===== config.mk =====
export PLATFORM = sky130hd
export DESIGN_NAME = max_serial_argmax
export DESIGN_NICKNAME = d
export VERILOG_FILES = /design/src/rtl/max_serial_argmax.sv
export SDC_FILE = /design/constraint.sdc
export NUM_CORES = 1
export LEC_CHECK = 0
export CAP_MARGIN = 20
export CELL_PAD_IN_SITES_DETAIL_PLACEMENT = 2
export CELL_PAD_IN_SITES_GLOBAL_PLACEMENT = 2
export CORE_AREA = 2 2 93 95
export CTS_BUF_LIST = sky130_fd_sc_hd__clkbuf_2 sky130_fd_sc_hd__clkbuf_4 sky130_fd_sc_hd__clkbuf_8
export DETAILED_ROUTE_END_ITERATION = 10
export DIE_AREA = 0 0 95 97
export GPL_TIMING_DRIVEN = 0
export PLACE_DENSITY_LB_ADDON = 0.1
export SLEW_MARGIN = 30
export SYNTH_ARGS = -nofsm -noshare
export SYNTH_HDL_FRONTEND = slang
export SYNTH_SLANG_ARGS = --single-unit

===== constraint.sdc =====
create_clock -name i_clk -period 7.1 [get_ports i_clk]
set_input_delay 1.42 -clock i_clk [delete_from_list [all_inputs] [get_ports i_clk]]
set_output_delay 1.42 -clock i_clk [all_outputs]
set_load 0.01 [all_outputs]

===== src/rtl/max_serial_argmax.sv =====
// -----------------------------------------------------------------------------
// max_serial_argmax
//
// Serial max/argmax search over CHANNELS fp32 Q-values. After an i_start pulse
// in IDLE, the block takes one sample per accepted valid/ready beat and keeps
// the running maximum and the arrival index (0-based) where it occurred. After
// CHANNELS accepts it presents {o_max, o_index} on an output valid/ready
// handshake. It then returns to IDLE when the result is taken.
//
// Optional feature:
//   MAX_ARGMAX_TIE_LAST_EN - when defined, a later sample equal to the running
//   max replaces it, so ties select the latest index. +0 and -0 count as equal.
//   When undefined, the replacement is strict and the earliest index wins.
//
// Ports:
//   i_clk    in   clock, rising edge
//   i_rst_n  in   asynchronous active-low reset
//   i_start  in   begins a new search, honoured only in IDLE
//   i_valid  in   input sample valid
//   i_data   in   input Q-value (fp32 bit pattern)
//   o_ready  out  a sample can be accepted this cycle (COLLECT)
//   o_valid  out  result valid (DONE)
//   i_ready  in   downstream accepts the result
//   o_max    out  maximum Q-value of the last search
//   o_index  out  arrival index of the maximum
//   o_busy   out  high in COLLECT or DONE
// -----------------------------------------------------------------------------
module max_serial_argmax #(
  parameter int CHANNELS   = 4,
  parameter int DATA_WIDTH = 32,
  localparam int IDX_WIDTH = $clog2(CHANNELS)
) (
  input  logic                  i_clk,
  input  logic                  i_rst_n,
  input  logic                  i_start,
  input  logic                  i_valid,
  input  logic [DATA_WIDTH-1:0] i_data,
  output logic                  o_ready,
  output logic                  o_valid,
  input  logic                  i_ready,
  output logic [DATA_WIDTH-1:0] o_max,
  output logic [IDX_WIDTH-1:0]  o_index,
  output logic                  o_busy
);

  typedef enum logic [1:0] {
    ST_IDLE    = 2'd0,
    ST_COLLECT = 2'd1,
    ST_DONE    = 2'd2
  } state_t;

  localparam logic [IDX_WIDTH-1:0] LAST_IDX = IDX_WIDTH'(CHANNELS - 1);
  localparam logic [IDX_WIDTH-1:0] IDX_ZERO = {IDX_WIDTH{1'b0}};
  localparam logic [IDX_WIDTH-1:0] IDX_ONE  = {{(IDX_WIDTH-1){1'b0}}, 1'b1};
  localparam logic [DATA_WIDTH-2:0] MAG_ZERO = {(DATA_WIDTH-1){1'b0}};

  state_t                 state_r;
  state_t                 state_s;
  logic [IDX_WIDTH-1:0]   count_r;
  logic [DATA_WIDTH-1:0]  max_r;
  logic [IDX_WIDTH-1:0]   index_r;
  logic                   ready_r;
  logic                   valid_r;
  logic                   busy_r;
  logic                   ready_s;
  logic                   valid_s;
  logic                   busy_s;
  logic                   accept_s;
  logic                   last_s;
  logic                   replace_s;

  // a > b on raw fp32 bit patterns: sign-magnitude order, +0 == -0.
  function automatic logic fp_gt(input logic [DATA_WIDTH-1:0] a,
                                 input logic [DATA_WIDTH-1:0] b);
    logic                  sa;
    logic                  sb;
    logic [DATA_WIDTH-2:0] ma;
    logic [DATA_WIDTH-2:0] mb;
    sa = a[DATA_WIDTH-1];
    sb = b[DATA_WIDTH-1];
    ma = a[DATA_WIDTH-2:0];
    mb = b[DATA_WIDTH-2:0];
    if (sa != sb) begin
      if ((ma == MAG_ZERO) && (mb == MAG_ZERO)) begin
        fp_gt = 1'b0;
      end else begin
        fp_gt = ~sa;
      end
    end else if (!sa) begin
      fp_gt = (ma > mb);
    end else begin
      // Both negative: the smaller magnitude is the larger value.
      fp_gt = (ma < mb);
    end
  endfunction

`ifdef MAX_ARGMAX_TIE_LAST_EN
  // a == b on raw fp32 bit patterns, treating the two zeros as equal.
  function automatic logic fp_eq(input logic [DATA_WIDTH-1:0] a,
                                 input logic [DATA_WIDTH-1:0] b);
    fp_eq = (a == b) ||
            ((a[DATA_WIDTH-2:0] == MAG_ZERO) && (b[DATA_WIDTH-2:0] == MAG_ZERO));
  endfunction

  assign replace_s = fp_gt(i_data, max_r) || fp_eq(i_data, max_r);
`else
  assign replace_s = fp_gt(i_data, max_r);
`endif

  // ready_r is high exactly in COLLECT, so it doubles as the state qualifier.
  assign accept_s = i_valid && ready_r;
  assign last_s   = (count_r == LAST_IDX);

  // State register.
  always_ff @(posedge i_clk or negedge i_rst_n) begin
    if (!i_rst_n) begin
      state_r <= ST_IDLE;
    end else begin
      state_r <= state_s;
    end
  end

  // Next-state logic and next values of the registered status outputs.
  always_comb begin
    state_s = state_r;
    ready_s = 1'b0;
    valid_s = 1'b0;
    busy_s  = 1'b0;
    case (state_r)
      ST_IDLE: begin
        if (i_start) begin
          state_s = ST_COLLECT;
        end else begin
          state_s = ST_IDLE;
        end
      end
      ST_COLLECT: begin
        if (accept_s && last_s) begin
          state_s = ST_DONE;
        end else begin
          state_s = ST_COLLECT;
        end
      end
      ST_DONE: begin
        if (valid_r && i_ready) begin
          state_s = ST_IDLE;
        end else begin
          state_s = ST_DONE;
        end
      end
      default: begin
        state_s = ST_IDLE;
      end
    endcase
    // Status flags are decoded from the next state so they line up with it.
    case (state_s)
      ST_COLLECT: begin
        ready_s = 1'b1;
        busy_s  = 1'b1;
      end
      ST_DONE: begin
        valid_s = 1'b1;
        busy_s  = 1'b1;
      end
      default: begin
        ready_s = 1'b0;
        valid_s = 1'b0;
        busy_s  = 1'b0;
      end
    endcase
  end

  // Registered status outputs.
  always_ff @(posedge i_clk or negedge i_rst_n) begin
    if (!i_rst_n) begin
      ready_r <= 1'b0;
      valid_r <= 1'b0;
      busy_r  <= 1'b0;
    end else begin
      ready_r <= ready_s;
      valid_r <= valid_s;
      busy_r  <= busy_s;
    end
  end

  // Sample counter and running max/argmax; results persist after DONE.
  always_ff @(posedge i_clk or negedge i_rst_n) begin
    if (!i_rst_n) begin
      count_r <= IDX_ZERO;
      max_r   <= {DATA_WIDTH{1'b0}};
      index_r <= IDX_ZERO;
    end else begin
      if ((state_r == ST_IDLE) && i_start) begin
        count_r <= IDX_ZERO;
      end else if (accept_s) begin
        if (last_s) begin
          count_r <= IDX_ZERO;
        end else begin
          count_r <= count_r + IDX_ONE;
        end
      end
      // The first sample of a search loads unconditionally, dropping the
      // previous search's result.
      if (accept_s && ((count_r == IDX_ZERO) || replace_s)) begin
        max_r   <= i_data;
        index_r <= count_r;
      end
    end
  end

  assign o_ready = ready_r;
  assign o_valid = valid_r;
  assign o_busy  = busy_r;
  assign o_max   = max_r;
  assign o_index = index_r;

endmodule


**Yosys cells after proc, flatten, opt, wreduce, memory -nomap -nowiden**

Cells that the tools add are included.

- Word-level logic and storage cells: 43
- Output and inout bits: 37
- Flip-flop bits (word level): 41
- Input port bits: 37

- Magnitude comparators: 2
- Equal/unequal tests: 6
- Bitwise gates (word level): 1
- Multiplexer cells: 13
- Reductions and logical operators: 13
- Add/sub/neg operators: 1

Operators with widths:

| operator | count |
|---|---|
| 31-bit logical NOT | 2 |
| 31-bit > comparator | 1 |
| 31-bit < comparator | 1 |
| 2-bit two-way mux | 5 |
| 1-bit two-way mux | 7 |
| 2-bit == test, second input constant | 3 |
| 1-bit logical AND | 6 |
| 2-bit case mux with 3 select lines | 1 |
| 2-bit by 1-bit == test with 1-bit output, second input constant | 2 |
| 2-bit logical NOT | 2 |
| 2-bit by 1-bit adder with 2-bit output, second input constant | 1 |
| 2-bit nonzero test | 1 |
| 2-bit OR reduction | 1 |
| 1-bit logical OR | 1 |
| 1-bit inequality test | 1 |
| 1-bit inverter | 1 |

**Longest topological paths before layout**

- Depth after elaboration: 7
- Mapped depth: 10
- Gate-level depth less buffers: 9

**Worst setup path after synthesis**

OpenSTA, ideal clock, no wires.

- Path type: in2reg
- From: input i_data[2]
- To: register index_r[1] (netlist: o_index[1])
- Path buffers: 1
- Arrival time: 3669 ps
- Cell stages on the path: 9
- Setup slack: 3306 ps
- Required time: 6975 ps
- Setup time: 125 ps
- Path through: ha_1 > a21oi_1 > a21oi_1 > o31a_1 > o41a_1 > or3_4 > a31oi_4 > buf_6 > mux2_4

- Word-level cells in the longest chain between the ends: 6
- Elaborated cells between the ends (all ways): 9
- Those cells by class: order compare (2); mux (3); reduce/logical (4)

Ends and longest elaborated chain:

| item | RTL line | RTL |
|---|---|---|
| start, declared | 37 | `input logic [DATA_WIDTH-1:0] i_data,` |
| branches (longest 3 deep; another with 31-bit > comparator) | -- |  |
| 1-bit two-way mux * | 83 | `if (sa != sb) begin` |
| 1-bit logical OR * | 204 | `if (accept_s && ((count_r == IDX_ZERO) \|\| replace_s)) begin` |
| 1-bit logical AND * | 204 |  |
| end signal, assigned | 206 | `index_r <= count_r;` |
| end, declared | 61 | `logic [IDX_WIDTH-1:0] index_r;` |

Mark *: on every way between the ends.
A chain may end at the register's enable or synchronous reset.

**Worst setup path in the final report**

- From: input i_data[30]
- To: register max_r[22] (netlist: o_max[22])

- Word-level cells in the longest chain between the ends: 6
- Elaborated cells between the ends (all ways): 9
- Those cells by class: order compare (2); mux (3); reduce/logical (4)

Ends and longest elaborated chain:

| item | RTL line | RTL |
|---|---|---|
| branches (longest 3 deep; another with 31-bit > comparator) | -- |  |
| 1-bit two-way mux * | 83 |  |
| 1-bit logical OR * | 204 |  |
| 1-bit logical AND * | 204 |  |
| end signal, assigned | 190 | `max_r <= {DATA_WIDTH{1'b0}};` |
| end signal, assigned | 205 | `max_r <= i_data;` |
| end, declared | 60 | `logic [DATA_WIDTH-1:0] max_r;` |

Marks and branches as above.

==> metrics <==
Netlist Area Pre-Place around 2600 um2; Chip Height 97 um; asr flop ratio synth 1.00; aggregate global-route resource usage 0.167; leakage around 0.0016 uW; Worst-Margin Slew 0.538 ns; fill count 857; Core Region a little over 8000 um2; Yosys warnings 0; Reg2Reg Setup Slack between 3 and 4 ns; Min-Delay Path Depth 1; postcts setup bufs 0; Top delay family on crit path simple AND/OR/NAND/NOR gates; Req. time, crit path 7.28 ns; CP max stage cell nor4_1; initial core utilization 0.322; layout cells sized above 1 0.128; Pre-antenna DRT Iters 4; Max Transition Viols Final 0; pwr/cell area 408 nW/um2; die footprint 9220 um2; dpl cells 418; RD Place Congestion between 0.7 and 0.8; Num Clock Sinks 41; Layout area overhead 38.1%; Hold Buf Count CTS 0; first-pass GRT wire length approximately 12000 um; Crit. End Element flip-flop; Num CTS Buffers 5; sw frac 0.371; crit path time final 4.37 ns; Pint 929 uW; grt ovf 0; top post-synthesis cells by area dfrtp_1 (39%), ha_1 (17%), mux2_4 (11%); worst path bufs/invs 2; flops & latches, synth 41; final setup vio count 0; root buffer cell clkbuf_8; Clock Skew ~0.0057 ns; initial antenna violation count 0; Peak Freq 0.229 GHz; DR iter-0 viols 10; reg-to-reg endpoint o_max[22]; RR Startpoint o_max[29]; maximum fanout along the worst path 10; Die W approximately 95 um; clock latency on the worst-skew pair 0.30 ns; Worst-path clk slew about 0.09 ns; final wirelength 7210 um; number of global-route vias before repair about 2400; DR DRC count 0; Vias/cell 5.00; Seq pwr share 0.318; sequential area share after synthesis 0.392; DR vias approximately 2100; Hold Path Sink o_index[0]; syn_area_per_cell 11.0 um2; max_cap viols 0; placed wire-length estimate around 6000 um; outcome finished clean; min-delay src o_index[0]; top-count cell post-synth dfrtp_1; Comb pwr share 0.542; CTS H-tree lvls 2; crit path kind in2reg; Hold Crit Class reg2reg; Critical Path AT 4.56 ns; Worst R2R Path Depth 10; CP cell instances clkdlybuf4s50_1 > ha_1 > nand4_1 > or2_2 > nor4_1 > o41a_1 > o211ai_1 > a31oi_4 > buf_6 > mux2_4; Worst slew margin 0.638; commonest cells in the netlist dfrtp_1 (41), inv_1 (38), ha_1 (35), mux2_4 (20), nor4_1 (16); RSZ-0062 raised after global routing no; leading area contributor after synthesis dfrtp_1; Psw 548 uW; TritonCTS clock tree done; Resized Gates After CTS 0; clk buf depth 2; post-synth top area share 0.392; final cell count without fillers 426; Gate Count Post-Synth 239; antenna cells 0; Layout Nets 392; clock share of power 0.140; wire per inst 16.9 um; crit-path max cell delay roughly 0.52 ns; dominant synthesized flop cell dfrtp_1; port buffer count 73; TNS Setup 0 ns; I/O pins 74; Final Hold Violating Endpoints 0; Mapped Nets 311; Antenna Nets Post-Route 0; EDFF count, synth 0; crit share post-route 0.616; Pwr Total 1480 uW; Unique masters post-synth 32; Max IR drop VDD about 0.13 mV; largest net degree at the start of global routing 27; Rows 33; crit start category input pin
[flip-flops by register name, summed over array words and instances, names as in the netlist]
| signal | cells |
|---|---|
| o_busy | 1 |
| o_valid | 1 |
| o_ready | 1 |
| state_r | 2 |
| o_index | 2 |
| o_max | 32 |
| count_r | 2 |
[layer usage]
metal / wire, um / track usage
met5: 0 / 0
met2: 3730 / 0.292
met1: 3160 / 0.214
met4: 73 / 0.0368
met3: 252 / 0.0265
[how the worst max path moves through the flow]
stage,from,end,cells after the start
2_1_floorplan,i_data[2],o_index[1],9
3_3_place_gp,i_data[26],o_max[19],10
3_5_place_dp,i_data[26],o_max[15],10
4_1_cts,i_data[26],o_max[17],10
5_1_grt,i_data[30],o_max[17],10
6_report,i_data[30],o_max[22],10
[area by class of cell]
type	instances	area (um2)	share of cell area
tap	105	131	0.0363
inverter	38	143	0.0394
clock buffer	7	90.1	0.0249
timing repair buffer	74	746	0.206
sequential	41	1030	0.284
buffer	3	33.8	0.00934
multi-input combinational	157	1420	0.392
clock inverter	1	30.0	0.00830
[cells by family (layout without fill, tap and decap cells)]
group           after synthesis  after routing  synth area share
compound gates               29             29            0.0778
fa+ha+maj                    35             35             0.167
buf+inv                      41            123            0.0673
flops                        41             41             0.392
mux                          34             34             0.175
simple gates                 59             59             0.121
[worst reg2reg max path, cell delays in order, from the launching register on]
cell and delay, ns:
dfrtp_1 0.40, inv_1 0.06, ha_1 0.32, nand4_1 0.15
or2_2 0.34, nor4_1 0.52, o41a_1 0.29, o211ai_1 0.13
a31oi_4 0.33, buf_6 0.25, mux2_4 0.32
[power by group through the flow]
stage / clock (uW) / combinational (uW) / sequential [uW]
3_5_place_dp: 0 / 812 / 479
3_3_place_gp: 0 / 787 / 477
2_1_floorplan: 0 / 425 / 492
5_1_grt: 221 / 890 / 496
6_report: 207 / 800 / 470
4_1_cts: 215 / 819 / 476
[stage by stage]
step	utilization	hold WS (ns)	worst slack [ns]	cell area, um2
after global placement	0.428	0.479	2.36	3480
after global routing	0.445	0.555	2.51	3620
after CTS	0.445	0.521	2.68	3620
final	0.445	0.512	2.73	3620
after detailed placement	0.430	0.499	2.36	3500
after floorplan	-	0.497	3.31	2620
[cell usage in the layout, fill, tap and decap left out, drive strengths merged, types with 3 or more instances in the layout]
cell type and count:
mux2 34, inv 38, a21oi 13, clkdlybuf4s50 72, ha 35, nor4 16
dfrtp 41, nor3 3, clkbuf 7, nand2 11, nand3 5, nor2 9
buf 5, a31oi 3, a211oi 4, nand4 9
No activity file was read; power rests on OpenSTA's default activity.
